[src/rtl/term_pkg.sv]
// Shared terminal types: character width, ASCII codes and source ids.
// Used by term_key_arbiter (optional drop counters: TERM_ARB_DROP_CNT_EN).
package term_pkg;

  localparam int CHAR_W = 8;

  localparam logic [7:0] ASCII_CR = 8'h0D;
  localparam logic [7:0] ASCII_BS = 8'h08;

  typedef enum logic [0:0] {
    CH_PS2  = 1'b0,
    CH_UART = 1'b1
  } ch_e;

  function automatic int src_width(input int n);
    return (n > 1) ? $clog2(n) : 1;
  endfunction

endpackage

[src/rtl/term_key_arbiter_rr_arbiter.sv]
// Combinational round-robin picker: first request after the last grant.
// Sub-module of term_key_arbiter (TERM_ARB_DROP_CNT_EN not used here).
module rr_arbiter
  import term_pkg::*;
#(
  parameter int N  = 2,
  parameter int IW = 1
) (
  input  logic [N-1:0]  req,
  input  logic [IW-1:0] last,
  output logic [N-1:0]  gnt,
  output logic [IW-1:0] idx,
  output logic          any
);

  int            c;
  logic [IW-1:0] ci;

  always_comb begin
    gnt = '0;
    idx = '0;
    any = 1'b0;
    c   = 0;
    ci  = '0;
    // scan N slots starting one past the previous winner
    for (int k = 1; k <= N; k++) begin
      c = int'(last) + k;
      if (c >= N) c = c - N;
      ci = IW'(c);
      if (!any && req[ci]) begin
        any     = 1'b1;
        gnt[ci] = 1'b1;
        idx     = ci;
      end
    end
  end

endmodule

[src/rtl/term_key_arbiter.sv]
// Multi-source keystroke arbiter: pending slots, round-robin, tagged FIFO.
// Define TERM_ARB_DROP_CNT_EN to add per-channel saturating drop counters.
module term_key_arbiter
  import term_pkg::*;
#(
  parameter int N_CH   = 2,
  parameter int DW     = CHAR_W,
  parameter int DEPTH  = 8,
  parameter int DROP_W = 8
) (
  input  logic                         clk,
  input  logic                         rst_n,
  input  logic [N_CH*DW-1:0]           in_dat,
  input  logic [N_CH-1:0]              in_wen,
  output logic [DW-1:0]                out_dat,
  output logic [src_width(N_CH)-1:0]   out_src,
  output logic                         out_valid,
  input  logic                         out_ready,
  output logic [$clog2(DEPTH):0]       fill,
  output logic                         overflow,
  input  logic                         clr_drop
`ifdef TERM_ARB_DROP_CNT_EN
  ,
  output logic [N_CH*DROP_W-1:0]       drop_cnt
`endif
);

  localparam int SRC_W = src_width(N_CH);
  localparam int AW    = $clog2(DEPTH);
  localparam int FW    = AW + 1;
  localparam int EW    = SRC_W + DW;

  if (N_CH < 1 || DEPTH < 2 || DROP_W < 1) begin : g_bad_cfg
    $error("term_key_arbiter: bad parameters");
  end

  logic [N_CH-1:0]  pend;
  logic [DW-1:0]    pdat [N_CH];
  logic [SRC_W-1:0] last_grant;

  logic [EW-1:0]    mem [DEPTH];
  logic [AW-1:0]    wptr;
  logic [AW-1:0]    rptr;
  logic [FW-1:0]    cnt;

  logic             full;
  logic             pop;
  logic             can_push;
  logic [N_CH-1:0]  req;
  logic [N_CH-1:0]  gnt;
  logic [SRC_W-1:0] gidx;
  logic             push;
  logic [N_CH-1:0]  drop;

  assign full      = (cnt == FW'(DEPTH));
  assign out_valid = (cnt != '0);
  assign pop       = out_valid & out_ready;
  // a full FIFO still takes a push when the head leaves this cycle
  assign can_push  = !full || pop;
  assign req       = pend & {N_CH{can_push}};
  assign drop      = in_wen & pend & ~gnt;

  rr_arbiter #(
    .N  (N_CH),
    .IW (SRC_W)
  ) u_arb (
    .req  (req),
    .last (last_grant),
    .gnt  (gnt),
    .idx  (gidx),
    .any  (push)
  );

  always_ff @(posedge clk) begin
    if (!rst_n) begin
      pend       <= '0;
      last_grant <= SRC_W'(N_CH - 1);
      for (int i = 0; i < N_CH; i++) pdat[i] <= '0;
    end else begin
      for (int i = 0; i < N_CH; i++) begin
        if (in_wen[i] && (!pend[i] || gnt[i]))
          pdat[i] <= in_dat[i*DW +: DW];
        pend[i] <= in_wen[i] | (pend[i] & ~gnt[i]);
      end
      if (push) last_grant <= gidx;
    end
  end

  always_ff @(posedge clk) begin
    if (!rst_n) begin
      wptr <= '0;
      rptr <= '0;
      cnt  <= '0;
      for (int i = 0; i < DEPTH; i++) mem[i] <= '0;
    end else begin
      if (push) begin
        mem[wptr] <= {gidx, pdat[gidx]};
        wptr      <= wptr + AW'(1);
      end
      if (pop) rptr <= rptr + AW'(1);
      unique case ({push, pop})
        2'b10:   cnt <= cnt + FW'(1);
        2'b01:   cnt <= cnt - FW'(1);
        default: cnt <= cnt;
      endcase
    end
  end

  assign out_dat = mem[rptr][DW-1:0];
  assign out_src = mem[rptr][EW-1:DW];
  assign fill    = cnt;

  always_ff @(posedge clk) begin
    if (!rst_n)        overflow <= 1'b0;
    else if (clr_drop) overflow <= 1'b0;
    else if (|drop)    overflow <= 1'b1;
  end

`ifdef TERM_ARB_DROP_CNT_EN
  logic [DROP_W-1:0] dcnt [N_CH];

  always_ff @(posedge clk) begin
    if (!rst_n || clr_drop) begin
      for (int i = 0; i < N_CH; i++) dcnt[i] <= '0;
    end else begin
      for (int i = 0; i < N_CH; i++)
        if (drop[i] && dcnt[i] != {DROP_W{1'b1}})
          dcnt[i] <= dcnt[i] + DROP_W'(1);
    end
  end

  always_comb begin
    drop_cnt = '0;
    for (int i = 0; i < N_CH; i++)
      drop_cnt[i*DROP_W +: DROP_W] = dcnt[i];
  end
`endif

endmodule

[config.mk]
export PLATFORM = sky130hd
export DESIGN_NAME = term_key_arbiter
export DESIGN_NICKNAME = d
export VERILOG_FILES = /design/src/rtl/term_pkg.sv /design/src/rtl/term_key_arbiter_rr_arbiter.sv /design/src/rtl/term_key_arbiter.sv
export SDC_FILE = /design/constraint.sdc
export NUM_CORES = 1
export LEC_CHECK = 0
export CAP_MARGIN = 10
export CORE_MARGIN = 5
export CORE_UTILIZATION = 30
export DETAILED_ROUTE_END_ITERATION = 10
export PLACE_DENSITY = 0.46
export SYNTH_ARGS = -nofsm -noshare
export SYNTH_HDL_FRONTEND = slang
export SYNTH_HIERARCHICAL = 1
export SYNTH_SLANG_ARGS = --single-unit
[constraint.sdc]
create_clock -name clk -period 2.55 [get_ports clk]
set_input_delay 0.51 -clock clk [delete_from_list [all_inputs] [get_ports clk]]
set_output_delay 0.51 -clock clk [all_outputs]
set_load 0.02 [all_outputs]
==> out/qor.yml <==
sta:
  setup_viol_count_final: 0
  maxSlewViolCount: 0
  slew_headroom: 0.647
  final.min_clock_period_ps: 2510
  rsz0062_at_grt: "yes"
  report.final.hold_viol_count: 0
  whs_ps: 508
  clock_skew_ps: 8.64
  tightestPinTransition_ps: 529
  period_share: 0.984
  max_freq_mhz: 398
final_layout:
  multi_input_area_um2: 1570
  diodes: 0
  area_delta_synth_final_pct: 25.4
  utilization: 0.385
  nFillCells: 1477
  stdcell_count: 600
  register_area_um2: 2990
  final_nets: 435
  drive_gt1_frac: 0.218
floorplanning:
  rows: 45
  core_area_um2: 15200
  dieWidth_um: 135
  io_pins: 37
  die-area_um2: 18100
  die_h_um: 135
  initial_core_util: 0.307
pwr:
  p_per_area_nw_per_um2: 840
  leakage_uw: 0.00217
  vdd_drop_max_v: 0.000679
  power.total_uw: 4910
clocking:
  postCtsSetupRepairBufs: 0
  cts_tree: "done"
  cts_root_buf: "clkbuf_16"
  h-tree-depth: 3
  cts_made_buffers: 9
  cts_hold_buf: 0
  cts_max_path_buffers: 2
  cts.sinks: 105
  clock_latency_ps: 350
  path_clk_slew_ps: 70
detailed_routing:
  drt-pass1-iter-count: 4
  drc_errors: 0
  ant_nets: 0
  drtIter0Drc: 185
  drt-total-wl_mm: 10.3
  vias_per_cell: 4.64
  vias: 2781
  wl_per_cell_um: 17.2
placement:
  gp_routability_congestion: 0.724
  portBuffers: 36
  hpwlAfterDp_mm: 6.99
  place_inst: 584
worst_setup_path:
  critPathBufInv: 2
  cp_slowest_cell: "mux4_2"
  path_class: "reg -> out"
  crit_required_ps: 2040
  arrival_ps: 2000
  cp_slowest_stage_delay_ps: 550
  start_kind: "flip-flop"
  critical_path.cell_chain: "buf_12, mux4_2, mux2_2, clkdlybuf4s15_2"
  cp-end-kind: "output port"
  cp_max_fo: 9
  crit_family: "multiplexers"
global_route:
  grt_pass1_vias: 2927
  antenna_found_initial: 0
  track_usage: 0.121
  grt_max_degree: 21
  gr-total-overflow: 0
  grt_pass1_wl_mm: 16.2
yosys:
  syn_inst: 332
  syn_area_um2: 4660
  yosys_warnings: 6
  ys_seq_elements: 105
  syn_area_per_cell_um2: 14.0
  syn_nets: 359
  ys_seq_area_frac: 0.640
  synth.distinct_cells: 36
flow_run:
  cap_viol_max_count: 0
min_path:
  hp-class: "reg -> reg"
outcome:
  status: "completed"
synthesized netlist by cell type (all sizes together):
| library cell | count | area (um^2) |
|---|---|---|
| nor3b | 2 | 15.0 |
| or3 | 2 | 12.5 |
| nand2 | 21 | 78.8 |
| xor2 | 3 | 26.3 |
| or2 | 1 | 6.26 |
| clkbuf | 7 | 26.3 |
| o32ai | 1 | 8.76 |
| mux2i | 12 | 120 |
| nand3b | 2 | 15.0 |
| or4 | 1 | 11.3 |
| o21ai | 1 | 5.00 |
| nor2b | 23 | 144 |
| xnor2 | 4 | 35.0 |
| a31oi | 1 | 6.26 |
| and2 | 9 | 56.3 |
| mux4 | 18 | 473 |
| and3 | 1 | 6.26 |
| nand3 | 7 | 35.0 |
| ha | 5 | 62.6 |
| a221oi | 1 | 8.76 |
| dfxtp | 17 | 340 |
| a21oi | 2 | 10.0 |
| a21boi | 5 | 37.5 |
| o21a | 2 | 15.0 |
| nand2b | 2 | 12.5 |
| nor2 | 74 | 278 |
| inv | 4 | 15.0 |
| nor3 | 1 | 5.00 |
| edfxtp | 88 | 2640 |
| and3b | 1 | 8.76 |
| mux2 | 9 | 101 |
| buf | 5 | 45.0 |
stage by stage:
stage | TNS, ps | setup slack [ps] | area [um^2]
finish | 0 | 39.6 | 5850
global route | -39.9 | -22.9 | 5850
CTS | 0 | 0.0540 | 5870
detailed placement | -498 | -277 | 5580
global placement | -377 | -212 | 5580
floorplan | 0 | 23.5 | 4670
cells in the final DEF (no fill, tap or decap), drive strengths merged, types with 2 or more instances in the layout:
cell type      instances
a21boi                 5
a21oi                  2
and2                   9
buf                   49
clkbuf                 9
clkdlybuf4s50         27
clkinvlp               2
dfxtp                 17
edfxtp                88
ha                     5
inv                    6
mux2                   9
mux2i                 12
mux4                  18
nand2                 21
nand2b                 2
nand3                  7
nand3b                 2
nor2                  74
nor2b                 23
nor3b                  2
o21a                   2
or3                    2
xnor2                  4
xor2                   3
tightest hold or removal path: stages, from the launching register on:
cell and delay [ps]:
dfxtp_1 320, nand2_1 50, a21boi_0 90
per-layer routing:
layer / part of all wire / routed length [um] / global-route usage / vias up
met1: 0.43 / 4410 / 0.142 / 1363
met4: 0.018 / 185 / 0.0385 / 0
met2: 0.52 / 5350 / 0.213 / 51
li1: - / - / - / 1354
met5: 0 / 0 / 0 / -
met3: 0.038 / 397 / 0.0339 / 13
where the power goes:
group	switching [uW]	leakage [uW]	internal, uW
clock	635	0.000142	771
combinational	660	0.000972	708
sequential	113	0.00106	2030
worst paths after layout:
path	start	endpoint	slack, ps	cells after the start
worst max-delay path	flip-flop	out_dat[3]	40	4
worst max register to register	fill[0]$_SDFFE_PN0P_	fill[2]$_SDFFE_PN0P_	190	12
worst min register to register	rptr[1]$_SDFFE_PN0N_	rptr[1]$_SDFFE_PN0N_	510	2
worst min-delay path	rptr[1]$_SDFFE_PN0N_	rptr[1]$_SDFFE_PN0N_	510	2
sequential cells by signal, indices dropped and copies added, names as in the netlist, named ones only:
name,count
fill,4
last_grant,1
mem,72
overflow,1
pdat,16
pend,2
rptr,3
wptr,3
final cells by class:
cell class | instances | share of cell area
well taps | 188 | 0.0402
inverters | 4 | 0.00257
clock buffers | 9 | 0.0385
flip-flops and latches | 105 | 0.511
clock inverters | 6 | 0.0130
repair buffers | 77 | 0.126
multi-input cells | 211 | 0.269
logic make-up (layout without fill, tap and decap cells):
kind of cell	after synthesis	after routing	share of synthesized area
simple gates	147	147	0.147
flops	105	105	0.640
mux	39	39	0.149
buf+inv	16	96	0.0185
compound gates	13	13	0.0196
xor+xnor	7	7	0.0131
fa+ha+maj	5	5	0.0134
what timing repair did:
item,in CTS,in global routing
cloned,1,0
endpoints found under the setup margin,9,9
gates resized for setup,42,9
hold endpoints to repair,0,0
No activity file was read; power rests on OpenSTA's default activity.
==> RTL edit (same flow settings) <==
Put one more register stage on the output `overflow`, with the module's reset. The value now appears one clock later. The other outputs are not delayed to match.
--- a/src/rtl/term_key_arbiter.sv
+++ b/src/rtl/term_key_arbiter.sv
@@ -31,2 +31,4 @@
   localparam int EW    = SRC_W + DW;
+
+  logic overflow_s0;
 
@@ -113,5 +115,5 @@
   always_ff @(posedge clk) begin
-    if (!rst_n)        overflow <= 1'b0;
-    else if (clr_drop) overflow <= 1'b0;
-    else if (|drop)    overflow <= 1'b1;
+    if (!rst_n)        overflow_s0 <= 1'b0;
+    else if (clr_drop) overflow_s0 <= 1'b0;
+    else if (|drop)    overflow_s0 <= 1'b1;
   end
@@ -138,2 +140,10 @@
 
+  always_ff @(posedge clk) begin
+    if (!rst_n) begin
+      overflow <= '0;
+    end else begin
+      overflow <= overflow_s0;
+    end
+  end
+
 endmodule
Check against the original RTL: not equivalent (Yosys sat finds a counterexample within 4 cycles, from zero or initial values and one cycle with rst_n low).
==> RTL edit against the unedited design <==
Die area up 1.2%. Wire length down 1.3%. Critical path type unchanged. Final cell count is 4.5% higher. Combinational power rose by 3%. Final area grew 2.5%. Critical path depth stayed put. Area after synthesis is 1.3% higher. Worst setup slack improved by 0.0064 ns. Sequential cell count is 1 higher. Clock power fell by 4%. Largest cell class unchanged. Global-route usage down 0.35 points. First-iteration DRC count up 8.1%. Total power about the same. Via count down 0.72%.
==> RTL edit: results (changes against the unedited design) <==
synth:
  synth_nets: 367  # +2.2%
  ys_types: 34  # -5.6%
  synth_edf_count: 88  # unchanged
  synthTopCellsByCount: "edfxtp_1, nor2_1, nor2b_1, nand2_1"
  seq_area_frac_synth_pct: 63.58  # -0.39 points
drt:
  firstDrtPassIters: 5  # +1
  vias: 2761  # -0.72%
  wl_um: 10210  # -1.3%
  drt_iter0_drc: 200  # +8.1%
layout:
  drive_gt1_share_pct: 21.63  # -0.21 points
  nets: 438  # +0.69%
power:
  p_leak_nw: 2.220  # +2.3%
  ir_drop_mv: 0.4535  # -33%
global_route:
  grt_max_degree: 19  # -9.5%
  grt_first_pass_wirelength_um: 16130  # -0.56%
  grt_pass1_vias: 2926  # -0.034%
placement:
  io_buffers: 36  # unchanged
  dpl.hpwl_um: 6760  # -3.3%
  placed_area_um2: 5699  # +2.2%
  place.gp.congestion: 0.7197  # -0.61%
worst_hold_path:
  holdPathEnd: "overflow"
  min-delay-start: "overflow_s0"
  whs_path_depth: 1  # -1
sta:
  skew_ns: 0.005617  # -0.003025 ns
  tightest_slew_ns: 0.5646  # +0.03512 ns
worst_setup_path:
  crit_path_max_incr_delay_ns: 0.53  # -0.02 ns
  rrSetupSlack_ns: 0.16  # -0.03 ns
run_status:
  status: "completed"
[RTL edit: area by class of cell]
cell class,instances,area (µm²)
timing repair buffer,78,802.0
sequential,106,3012
tap,211,264.0
clock buffer,9,225.2
multi-input combinational,211,1605
fill,1470,9318
clock inverter,7,70.07
inverter,5,18.77
[RTL edit: repair_timing]
action                                  in CTS  in global routing
gates cloned                                 1                  0
pin swaps                                    0                  3
gates resized for setup                     40                 11
endpoints found under the setup margin       9                 23
[RTL edit: stage by stage]
| stage | TNS [ns] | hold slack [ns] | setup WS, ns | power, mW | utilization (%) |
|---|---|---|---|---|---|
| after floorplan | 0 | 0.4301 | 0.05030 | 2.986 | - |
| after global placement | -2.844 | 0.4594 | -0.2065 | 3.577 | 37.21 |
| after detailed placement | -4.132 | 0.4496 | -0.2834 | 3.574 | 37.21 |
| after CTS | 0 | 0.4793 | 0.009446 | 4.960 | 39.05 |
| after global routing | -0.1149 | 0.5056 | -0.02927 | 5.178 | 39.16 |
| final | 0 | 0.4702 | 0.04597 | 4.917 | 39.16 |
[RTL edit: cell families after synthesis]
logic type	Yosys count	synth area share, %
fa+ha+maj	5	1.325
flops	106	63.58
xor+xnor	7	1.298
compound gates	13	1.934
buf+inv	23	2.437
mux	39	14.70
simple gates	147	14.73
[RTL edit: report_power, final]
part	switching, mW	internal, mW
clock	0.604	0.758
combinational	0.664	0.745
sequential	0.103	2.04
total	1.37	3.55
[RTL edit: worst max path at each step]
stage | start | to | slack, ns | cells past startpoint
finish | flop | out_dat[2] | 0.05 | 4
global placement | out_ready | fill[2] | -0.21 | 12
detailed placement | out_ready | fill[2] | -0.28 | 12
floorplan | out_ready | fill[2] | 0.05 | 12
CTS | flop | out_dat[4] | 0.009 | 4
global route | fill[0] | fill[2] | -0.03 | 12
[RTL edit: metal layers]
layer  GRT usage, %  part of all wire, %  wire length [µm]  vias to the layer above
li1               -                    -                 -                     1371
met1          15.06                   46              4658                     1331
met2          20.11                   50              5141                       51
met3          2.043                  3.1               321                        8
met4          3.695                 0.83                85                        0
met5              0                    0                 0                        -
